### config.mk
export PLATFORM = sky130hd
export DESIGN_NAME = mmu
export DESIGN_NICKNAME = d
export VERILOG_FILES = /design/src/rtl/mmu.sv
export SDC_FILE = /design/constraint.sdc
export NUM_CORES = 2
export LEC_CHECK = 0
export CORE_ASPECT_RATIO = 1.1
export CORE_MARGIN = 3
export CORE_UTILIZATION = 60
export CTS_CLUSTER_DIAMETER = 100
export CTS_CLUSTER_SIZE = 30
export DETAILED_ROUTE_END_ITERATION = 10
export PLACE_DENSITY = 0.88
export SLEW_MARGIN = 5
export SYNTH_ARGS = -nofsm -noshare
export SYNTH_HDL_FRONTEND = slang
export SYNTH_SLANG_ARGS = --single-unit
### constraint.sdc
create_clock -name clk -period 10.01 [get_ports clk]
set_input_delay 2.002 -clock clk [delete_from_list [all_inputs] [get_ports clk]]
set_output_delay 2.002 -clock clk [all_outputs]
set_load 0.02 [all_outputs]
### src/rtl/mmu.sv
// 4x4 weight-stationary systolic matrix-multiply unit.
// Weights shift down while loading; activations flow right, psums flow down.
module mmu #(
  parameter int N    = 4,
  parameter int DW   = 8,
  parameter int ACCW = 32
) (
  input  logic              clk,
  input  logic              rst_n,
  input  logic              control,
  input  logic [N*DW-1:0]   data_arr,
  input  logic [N*DW-1:0]   wt_arr,
  output logic [N*ACCW-1:0] acc_out
);

  logic [DW-1:0]   r_w [N][N];
  logic [DW-1:0]   r_a [N][N];
  logic [ACCW-1:0] r_p [N][N];

  logic [DW-1:0]     w_ain  [N][N];
  logic [ACCW-1:0]   w_pin  [N][N];
  logic [2*DW-1:0]   w_prod [N][N];
  logic [ACCW-1:0]   w_sum  [N][N];

  for (genvar r = 0; r < N; r++) begin : g_row
    for (genvar c = 0; c < N; c++) begin : g_col
      if (c == 0) begin : g_ain_edge
        assign w_ain[r][c] = data_arr[r*DW +: DW];
      end else begin : g_ain_int
        assign w_ain[r][c] = r_a[r][c-1];
      end
      if (r == 0) begin : g_pin_edge
        assign w_pin[r][c] = '0;
      end else begin : g_pin_int
        assign w_pin[r][c] = r_p[r-1][c];
      end
      assign w_prod[r][c] = {{DW{1'b0}}, w_ain[r][c]}
                          * {{DW{1'b0}}, r_w[r][c]};
      assign w_sum[r][c]  = w_pin[r][c]
                          + {{(ACCW-2*DW){1'b0}}, w_prod[r][c]};
    end
  end

  for (genvar c = 0; c < N; c++) begin : g_out
    assign acc_out[c*ACCW +: ACCW] = r_p[N-1][c];
  end

  always_ff @(posedge clk) begin
    if (!rst_n) begin
      for (int r = 0; r < N; r++) begin
        for (int c = 0; c < N; c++) begin
          r_w[r][c] <= '0;
          r_a[r][c] <= '0;
          r_p[r][c] <= '0;
        end
      end
    end else if (control) begin
      // Loading also flushes anything still in flight.
      for (int c = 0; c < N; c++) begin
        r_w[0][c] <= wt_arr[c*DW +: DW];
        for (int r = 1; r < N; r++) begin
          r_w[r][c] <= r_w[r-1][c];
        end
        for (int r = 0; r < N; r++) begin
          r_a[r][c] <= '0;
          r_p[r][c] <= '0;
        end
      end
    end else begin
      for (int r = 0; r < N; r++) begin
        for (int c = 0; c < N; c++) begin
          r_a[r][c] <= w_ain[r][c];
          r_p[r][c] <= w_sum[r][c];
        end
      end
    end
  end

endmodule

==> results.json <==
{
  "overflow": 0,
  "switchingPower_w": 0.00327,
  "syn_inst": 6397,
  "chipWidth_um": 314,
  "cts_setup_buffers": 0,
  "ant_nets": 0,
  "internal-power_w": 0.00535,
  "synthFlopType": "edfxtp_1",
  "grt_pass1_vias": 45711,
  "stdcell_count": 8294,
  "seqCellArea_mm2": 0.0178,
  "reg2reg_setup_slack_ns": 4.69,
  "worst-slew-pin-transition_ns": 1.13,
  "clock.fmax_ghz": 0.148,
  "placed_cell_area_mm2": 0.0673,
  "period_share_pct": 67.5,
  "ctsResizeCount": 0,
  "antenna_found_initial": 1,
  "async_flop_share_pct": 0,
  "outcome": "finished clean",
  "pwr-share-seq_pct": 38.7,
  "path_class": "in2reg",
  "cts_inserted_buffers": 35,
  "cpPeakStageDelay_ns": 0.66,
  "ctsHoldBuffers": 0,
  "slowest_stage": "clkdlybuf4s50_1",
  "cts_buffer_depth": 3,
  "hold_viol_final": 0,
  "vias": 43186,
  "required_ns": 10.49,
  "nFillCells": 7505,
  "fin_crit_ns": 6.76,
  "dpl.hpwl_mm": 100,
  "hp-class": "reg2reg",
  "synth_area_leader_cell": "fa_1",
  "vias_per_cell": 5.21,
  "p_per_area_mw_per_mm2": 126,
  "yosysWarnings": 0,
  "start_util_pct": 60.9,
  "synth_area_mm2": 0.0627,
  "synth-edff-count": 485,
  "final_common_cell": "inv_1",
  "yosysSeqAreaShare_pct": 28.4,
  "clk_latency_ns": 0.64,
  "path_buf_inv": 3,
  "pwr-share-comb_pct": 41.0,
  "wire_per_inst_um": 15.2,
  "die_area_mm2": 0.108,
  "leakage_nw": 34.1,
  "coreArea_mm2": 0.103,
  "slew_violations": 0,
  "grt.total_usage_pct": 23.7,
  "firstDrtPassIters": 5,
  "finalSetupViolCount": 0,
  "end_kind": "flop",
  "worstPathMaxFanout": 13,
  "tns_ns": 0,
  "rsz0062_at_grt": "false",
  "numPortBuffers": 194,
  "multi_input_area_mm2": 0.0406,
  "ir_drop_mv": 0.124,
  "first_iter_violations": 2342,
  "rows": 123,
  "synth_seq_cells": 645,
  "root_buffer": "clkbuf_16",
  "grt_pass1_wl_mm": 214,
  "cts_sinks": 645,
  "crit_family": "adder cells",
  "clkTransAtPathRegs_ns": 0.11,
  "max_cap_violations": 0,
  "finalWirelength_mm": 126,
  "swShare_pct": 37.9,
  "path_common_cell": "fa_1",
  "ios": 195,
  "area_delta_synth_final_pct": 9.45,
  "slew-limit-headroom_pct": 24.7,
  "htree_num_levels": 2,
  "synth_area_leaders": "fa_1, edfxtp_1, ha_1",
  "cts_tree": "done",
  "nets": 8334,
  "die_y_um": 345,
  "start_kind": "input port",
  "drive_gt1_share_pct": 1.46,
  "path_cells": "clkdlybuf4s50_1 > and2_1 > fa_1 > fa_1 > inv_1 > fa_1 > fa_1 > inv_1 > ha_1 > o21ai_1 > o21ai_1 > nand4_1 > a31oi_1 > a31oi_1 > or4b_1 > o21ai_0",
  "most-common-layout-cells": "inv_1, fa_1, and2_1",
  "place_congestion": 0.880,
  "pwr-share-clk_pct": 20.3,
  "syn_area_per_cell_um2": 9.79,
  "arrival_ns": 7.24,
  "fin_skew_ns": 0.0290,
  "dp_cells": 8229,
  "synthDistinctLibCells": 77,
  "grt_start_max_net_pins": 184,
  "whs_ns": 0.569,
  "final_area_mm2": 0.0686,
  "drc": 0,
  "synth_top_area_share_pct": 23.9
}
## Yosys cell counts (27+ instances only)
cell type and n:
inv_1 1388, fa_1 748, and2_1 708, ha_1 628
nand2_1 593, edfxtp_1 485, nor2_1 295, dfxtp_1 160
a21oi_1 159, clkbuf_1 152, and3_1 150, o21ai_0 114
xnor2_1 97, xor2_1 93, a21o_1 88, nor3_1 51
a211oi_1 41, nor2b_1 39, nand3_1 37, o21a_1 37
nand4_1 27
## flip-flops by register name, indices dropped and copies added, names as in the netlist
signal  flops
r_p       421
r_w       128
r_a        96
## logic make-up (layout without fill, tap and decap cells)
family / count (synthesis) / count (layout) / share of synthesized area [%]
AND/OR/NAND/NOR: 1993 / 1993 / 16.3
buffers and inverters: 1548 / 1652 / 9.30
adder cells (fa/ha/maj): 1376 / 1376 / 36.4
flip-flops: 645 / 645 / 28.4
AO/OA/AOI/OAI: 625 / 625 / 6.64
XOR/XNOR: 190 / 190 / 2.66
multiplexers: 18 / 18 / 0.288
other: 2 / 420 / 0.0120
## layout make-up
cell class / count / area share (%)
Multi-Input combinational cell: 4621 / 59.3
Sequential cell: 645 / 25.9
Inverter: 1388 / 7.61
Timing Repair Buffer: 200 / 2.91
Tap cell: 1375 / 2.51
Clock buffer: 37 / 1.29
Clock inverter: 27 / 0.518
Antenna cell: 1 / 0.00365
## path summary, 6_finish.rpt
check	end	cells after the start	from
hold reg to reg	r_p[2][115]	2	r_p[1][115]
setup / recovery	r_p[3][124]	16	data_arr[30]
setup reg to reg	r_p[3][124]	15	r_w[3][24]
hold / removal	r_p[2][115]	2	r_p[1][115]
## tightest hold or removal path: stages (launching register included)
cell	delay (ns)
edfxtp_1	0.38
xnor2_1	0.08
nor2_1	0.08
## per-layer routing
layer  vias up  GRT usage [%]  wire length, µm
met2      1070           43.5            64600
met5         -              0                0
met1     21194           29.7            52700
met3       225           2.64             5670
li1      20697              -                -
met4         0           6.49             2900
## power by group through the flow
stage / Sequential [W] / Combinational, W / Clock (W)
global route: 0.00337 / 0.00407 / 0.00188
CTS: 0.00334 / 0.00354 / 0.00180
global placement: 0.00339 / 0.00332 / 0
detailed placement: 0.00340 / 0.00350 / 0
finish: 0.00334 / 0.00353 / 0.00175
floorplan: 0.00335 / 0.00267 / 0
## stage by stage
| stage | total power (W) | worst slack, ns | util [%] |
|---|---|---|---|
| final | 0.00863 | 3.25 | 66.6 |
| after global routing | 0.00932 | 2.99 | 66.6 |
| after CTS | 0.00867 | 3.31 | 66.6 |
| after detailed placement | 0.00689 | 2.66 | 65.4 |
| after global placement | 0.00670 | 2.67 | 65.4 |
| after floorplan | 0.00601 | 3.28 | - |
Power figures use the tool's default switching activity.
